[src/rtl/spi_master_core.sv]
// SPI master engine: DATA_W-bit words, all four CPOL/CPHA modes, S_CLK divider, NUM_CS selects,
// single-entry TX/RX holding registers. Define SPI_LOOPBACK_EN to let LOOPBACK feed MOSI back to RX.
module spi_master_core #(
  parameter int DATA_W = 8,
  parameter int DIV_W  = 8,
  parameter int NUM_CS = 4,
  parameter int CS_W   = 2
) (
  input  logic              CLK,
  input  logic              CLR,
  input  logic              WRITE,
  input  logic              READ,
  input  logic [DATA_W-1:0] INCOMING_DATA,
  output logic [DATA_W-1:0] OUTCOMING_DATA,
  input  logic              CPOL,
  input  logic              CPHA,
  input  logic [DIV_W-1:0]  CLK_DIV,
  input  logic [CS_W-1:0]   CS_SEL,
  input  logic              LOOPBACK,
  output logic [3:0]        STATUS,
  input  logic              MISO,
  output logic              MOSI,
  output logic              S_CLK,
  output logic [NUM_CS-1:0] CS_N
);

  localparam logic [2:0] S_IDLE  = 3'd0;
  localparam logic [2:0] S_SETUP = 3'd1;
  localparam logic [2:0] S_SHIFT = 3'd2;
  localparam logic [2:0] S_HOLD  = 3'd3;
  localparam logic [2:0] S_GAP   = 3'd4;

  localparam int              EDGE_W    = $clog2(2 * DATA_W);
  localparam logic [EDGE_W-1:0] LAST_EDGE = EDGE_W'(2 * DATA_W - 1);

  logic [2:0]        state;
  logic [DIV_W-1:0]  div_cnt;
  logic [DIV_W-1:0]  div_q;
  logic              cpha_q;
  logic [EDGE_W-1:0] edge_cnt;
  logic [DATA_W-1:0] tx_shift;
  logic [DATA_W-1:0] rx_shift;
  logic [DATA_W-1:0] tx_hold;
  logic [DATA_W-1:0] rx_q;
  logic              tx_full;
  logic              rx_full;
  logic              overrun;
  logic              busy;
  logic              mosi_q;
  logic              sclk_q;
  logic [NUM_CS-1:0] cs_n_q;

  logic hpt;
  logic start;
  logic hold_exit;
  logic sample_edge;
  logic rx_bit;

  assign hpt       = (div_cnt == '0);
  assign start     = (state == S_IDLE) && tx_full;
  assign hold_exit = (state == S_HOLD) && hpt;
  // Even edge indices are leading edges; CPHA flips which edge type samples.
  assign sample_edge = ~edge_cnt[0] ^ cpha_q;

`ifdef SPI_LOOPBACK_EN
  assign rx_bit = LOOPBACK ? mosi_q : MISO;
`else
  logic unused_loopback;
  assign unused_loopback = LOOPBACK;
  assign rx_bit = MISO;
`endif

  function automatic logic [NUM_CS-1:0] cs_decode(input logic [CS_W-1:0] sel);
    logic [NUM_CS-1:0] v;
    v = '1;
    for (int i = 0; i < NUM_CS; i++) begin
      if (int'(sel) == i) v[i] = 1'b0;
    end
    return v;
  endfunction

  // NOTE: sequential state uses non-blocking assignments only, so every register
  // in these blocks sees pre-edge values regardless of statement order.
  always_ff @(posedge CLK or negedge CLR) begin
    if (!CLR) begin
      tx_full <= 1'b0;
      tx_hold <= '0;
    end else if (start) begin
      tx_full <= 1'b0;
    end else if (WRITE && !tx_full) begin
      tx_full <= 1'b1;
      tx_hold <= INCOMING_DATA;
    end
  end

  // A word landing at HOLD exit takes priority over a coincident READ.
  always_ff @(posedge CLK or negedge CLR) begin
    if (!CLR) begin
      rx_q    <= '0;
      rx_full <= 1'b0;
      overrun <= 1'b0;
    end else if (hold_exit) begin
      rx_q    <= rx_shift;
      rx_full <= 1'b1;
      overrun <= READ ? 1'b0 : (overrun | rx_full);
    end else if (READ) begin
      rx_full <= 1'b0;
      overrun <= 1'b0;
    end
  end

  always_ff @(posedge CLK or negedge CLR) begin
    if (!CLR) begin
      state    <= S_IDLE;
      div_cnt  <= '0;
      div_q    <= '0;
      cpha_q   <= 1'b0;
      edge_cnt <= '0;
      tx_shift <= '0;
      rx_shift <= '0;
      busy     <= 1'b0;
      mosi_q   <= 1'b0;
      sclk_q   <= 1'b0;
      cs_n_q   <= '1;
    end else begin
      if (state != S_IDLE) begin
        div_cnt <= hpt ? div_q : div_cnt - DIV_W'(1);
      end
      case (state)
        S_IDLE: begin
          sclk_q <= CPOL;
          if (tx_full) begin
            state    <= S_SETUP;
            busy     <= 1'b1;
            cpha_q   <= CPHA;
            div_q    <= CLK_DIV;
            div_cnt  <= CLK_DIV;
            cs_n_q   <= cs_decode(CS_SEL);
            edge_cnt <= '0;
            rx_shift <= '0;
            if (CPHA) begin
              tx_shift <= tx_hold;
            end else begin
              mosi_q   <= tx_hold[DATA_W-1];
              tx_shift <= {tx_hold[DATA_W-2:0], 1'b0};
            end
          end
        end
        S_SETUP: begin
          if (hpt) state <= S_SHIFT;
        end
        S_SHIFT: begin
          if (hpt) begin
            sclk_q   <= ~sclk_q;
            edge_cnt <= edge_cnt + EDGE_W'(1);
            if (sample_edge) begin
              rx_shift <= {rx_shift[DATA_W-2:0], rx_bit};
            end else begin
              mosi_q   <= tx_shift[DATA_W-1];
              tx_shift <= {tx_shift[DATA_W-2:0], 1'b0};
            end
            if (edge_cnt == LAST_EDGE) state <= S_HOLD;
          end
        end
        S_HOLD: begin
          if (hpt) begin
            state  <= S_GAP;
            cs_n_q <= '1;
          end
        end
        S_GAP: begin
          if (hpt) begin
            state <= S_IDLE;
            busy  <= 1'b0;
          end
        end
        default: state <= S_IDLE;
      endcase
    end
  end

  assign OUTCOMING_DATA = rx_q;
  assign STATUS         = {overrun, rx_full, tx_full, busy};
  assign MOSI           = mosi_q;
  assign S_CLK          = sclk_q;
  assign CS_N           = cs_n_q;

endmodule

[config.mk]
export PLATFORM = sky130hd
export DESIGN_NAME = spi_master_core
export DESIGN_NICKNAME = d
export VERILOG_FILES = /design/src/rtl/spi_master_core.sv
export SDC_FILE = /design/constraint.sdc
export NUM_CORES = 1
export LEC_CHECK = 0
export BUFFER_PORTS_ARGS = -buffer_cell sky130_fd_sc_hd__clkbuf_2
export CAP_MARGIN = 10
export CORE_UTILIZATION = 49
export CTS_CLUSTER_SIZE = 40
export DETAILED_ROUTE_END_ITERATION = 16
export HOLD_SLACK_MARGIN = 0.05
export PLACE_DENSITY = 0.72
export SLEW_MARGIN = 20
export SYNTH_ARGS = -nofsm -noshare
export SYNTH_HDL_FRONTEND = slang
export SYNTH_SLANG_ARGS = --single-unit
[constraint.sdc]
create_clock -name CLK -period 2.3 [get_ports CLK]
set_input_delay 0.46 -clock CLK [delete_from_list [all_inputs] [get_ports CLK]]
set_output_delay 0.46 -clock CLK [all_outputs]
set_load 0.005 [all_outputs]
==> results.md <==
- Status: complete, no violations
- Setup TNS: 0 ps
- Power per Cell Area: 1080 nW/um^2
- Nets: 372
- GR Util All Layers: 22.1%
- Final Setup Violations: 0
- Largest net degree at the start of global routing: 26
- Int Power: 0.00281 W
- Row cnt: 28
- Register area share after synthesis: 52.1%
- Root buffer cell: clkbuf_8
- Core ar.: 6100 sq um
- Maximum clock rate: 462 MHz
- Overall die height: 82.5 microns
- GPL Wtd Cong: 0.800
- P_leak: 1.81 nW
- Vias per cell: 5.57
- First-pass DRT Iterations: 4
- Vias in the first global route: 2,294
- Worst slew pin tran: 628 ps
- Mean Syn Cell Area: 10.9 sq um
- Worst Setup SP: div_cnt[1]$_DFF_PN0_
- Gate Count Post-Synth: 291
- Clk network pwr share: 28.8%
- Clk Latency, worst-skew pair: 340 ps
- Longest Clk Path Bufs: 2
- Worst R2R End: tx_shift[5]$_DFFE_PN0P_
- Worst EP required: 2520 ps
- Hold Crit Class: primary input to async pin
- Ant. Diodes: 0
- CP Max Fanout: 7
- Cell Area, Synth: 3180 sq um
- Postcts setup bufs: 0
- CP Data Arrival Time: 2380 ps
- DIE AREA: 6810 sq um
- P&R area growth vs syn: 18.3%
- Vias: 2,357
- CP endpoint: tx_shift[5]$_DFFE_PN0P_
- DR DRC count: 0
- R2R depth: 6
- Die width: 82.5 microns
- Final Max Tran Viols: 0
- Final HPWL DP: 4780 microns
- Tmin final: 2170 ps
- GR Overflow Total: 0
- Pre-CTS setup slack: 205 ps
- Sw frac: 30.8%
- Distinct cells, synth: 48
- Initial core utilization: 52.1%
- Layout cell share with drive strength beyond 1: 33.6%
- Kind of critical path: flop to flop
- Clk pin slew, worst setup/hold paths: 70 ps
- Post-synth ARST share: 100%
- Port Buffers: 42
- Total Wirelength: 6560 microns
- Max Clock Skew: 9.38 ps
- Peak supply drop: 0.000888 V
- Hold_ws: 124 ps
- Post-synth EDFFs: 0
- Hold Fails Final Rpt: 0
- Nature of the critical path endpoint: flop
- CTS tree: built
- Initial antenna violation count: 0
- CTS buffer count: 9
- R2r setup slk: 130 ps
- Worst setup margin: 134 ps
- First-pass GRT wire length: 10,900 microns
- Synth Warn #: 0
- Ports: 44
- Sink Count: 66
- Synthesized Nets: 320
- CP startpoint kind: flop
- NetSw: 0.00125 W
- RR Startpoint: div_cnt[1]$_DFF_PN0_
- Combinational Power Share: 25.1%
- Max cap viols: 0
- CTS HTree Levels: 3
- Slew margin rel.: 58.2%
- # hold bufs at CTS: 0
- Fin crit share: 94.2%
- DRT antenna net count: 0
- Routed len/inst: 15.5 microns
- Post-synth top flop: dfrtp_1
- DRT iter0 DRCs: 104
- Fillers: 537
- Part of the power in registers: 46.1%
- Seq cells post-synth: 66
- RSZ-0062 raised after global routing: false
- Post-CTS sizing: 0
==> flip-flops by register name, indices dropped and copies added (netlist names), 4 cells and up <==
register and flops:
div_cnt 8, div_q 8, rx_shift 8, edge_cnt 4, tx_shift 8, tx_hold 8, OUTCOMING_DATA 8, CS_N 4
==> area by class of cell <==
class                      instances  area, sq um  share of cell area [%]
timing repair buffer              60          358                    9.51
inverter                           5         18.8                   0.499
clock buffer                       9          124                    3.29
multi-input combinational        201         1390                    37.0
tap                               75         93.8                    2.50
sequential                        66         1660                    44.0
clock inverter                     7          118                    3.13
==> per-layer routing <==
layer  track usage (%)  vias up  share of wire (%)
li1                  -     1146                  -
met1              28.5     1151                 46
met2              36.0       55                 48
met3              6.81        5                5.1
met4              6.21        0               0.66
met5                 0        -                  0
==> cell usage after synthesis, types with 2 or more instances <==
| cell type | n | area, sq um |
|---|---|---|
| dfrtp_1 | 62 | 1550 |
| nand2_1 | 47 | 176 |
| mux2_2 | 27 | 304 |
| o21ai_0 | 18 | 90.1 |
| mux2i_1 | 15 | 150 |
| a21oi_1 | 14 | 70.1 |
| nor2_1 | 12 | 45.0 |
| a22o_1 | 10 | 87.6 |
| clkbuf_1 | 9 | 33.8 |
| nor3b_1 | 6 | 45.0 |
| inv_1 | 5 | 18.8 |
| nand3_1 | 5 | 25.0 |
| buf_4 | 4 | 30.0 |
| dfstp_2 | 4 | 105 |
| nor3_1 | 4 | 20.0 |
| buf_6 | 3 | 33.8 |
| ha_1 | 3 | 37.5 |
| o311ai_0 | 3 | 26.3 |
| a211oi_1 | 2 | 15.0 |
| buf_1 | 2 | 7.51 |
| nand4_1 | 2 | 12.5 |
| nor2b_1 | 2 | 12.5 |
| o22ai_1 | 2 | 12.5 |
| o2bb2ai_1 | 2 | 17.5 |
| or3_1 | 2 | 12.5 |
| or3b_2 | 2 | 17.5 |
| xnor2_1 | 2 | 17.5 |
| xor2_1 | 2 | 17.5 |
==> how the worst min path moves through the flow <==
stage | startpoint | end | slack [ps] | depth (start not counted)
2_1_floorplan | CLR | MOSI$_DFFE_PN0P_ | 160 | 0
3_3_place_gp | div_q[5]$_DFFE_PN0P_ | div_q[5]$_DFFE_PN0P_ | 460 | 2
3_5_place_dp | div_q[0]$_DFFE_PN0P_ | div_q[0]$_DFFE_PN0P_ | 470 | 2
4_1_cts | CLR | rx_shift[6]$_DFFE_PN0P_ | 130 | 1
5_1_grt | CLR | rx_shift[6]$_DFFE_PN0P_ | 150 | 1
6_report | CLR | edge_cnt[0]$_DFFE_PN0P_ | 120 | 1
==> critical path: stages, from the launching register on <==
cell,delay [ps]
dfrtp_1,440
inv_1,100
ha_1,150
nor3b_1,410
nand4_1,240
nand2_1,330
mux2_2,380
==> stage by stage <==
stage / cells / instance area (sq um) / util [%] / total power (W)
after global placement: 407 / 3520 / 57.7 / 0.00285
final: 423 / 3760 / 61.7 / 0.00405
after floorplan: 291 / 3180 / - / 0.00257
after detailed placement: 407 / 3520 / 57.7 / 0.00291
after CTS: 423 / 3760 / 61.7 / 0.00409
after global routing: 423 / 3760 / 61.7 / 0.00431
==> cells in the final DEF (no fill, tap or decap), types with 6 or more instances in the layout <==
| cell | n |
|---|---|
| a21oi_1 | 14 |
| a22o_1 | 10 |
| buf_4 | 17 |
| clkbuf_2 | 42 |
| clkbuf_8 | 9 |
| dfrtp_1 | 62 |
| mux2_2 | 27 |
| mux2i_1 | 15 |
| nand2_1 | 47 |
| nor2_1 | 12 |
| nor3b_1 | 6 |
| o21ai_0 | 18 |
==> power groups by stage <==
stage	clock (W)	combinational, W	sequential (W)
2_1_floorplan	0	0.000797	0.00177
3_3_place_gp	0	0.000980	0.00187
3_5_place_dp	0	0.00102	0.00188
4_1_cts	0.00120	0.00103	0.00187
5_1_grt	0.00124	0.00115	0.00192
6_report	0.00117	0.00102	0.00187
==> cells by family (layout without fill, tap and decap cells) <==
| group | after synthesis | after routing | synth area share (%) |
|---|---|---|---|
| AND/OR/NAND/NOR | 93 | 93 | 15.0 |
| flip-flops | 66 | 66 | 52.1 |
| AO/OA/AOI/OAI | 59 | 59 | 12.3 |
| multiplexers | 42 | 42 | 14.3 |
| buffers and inverters | 24 | 81 | 4.06 |
| XOR/XNOR | 4 | 4 | 1.10 |
| adder cells (fa/ha/maj) | 3 | 3 | 1.18 |
Note: power is estimated with default switching activity, not from simulation.
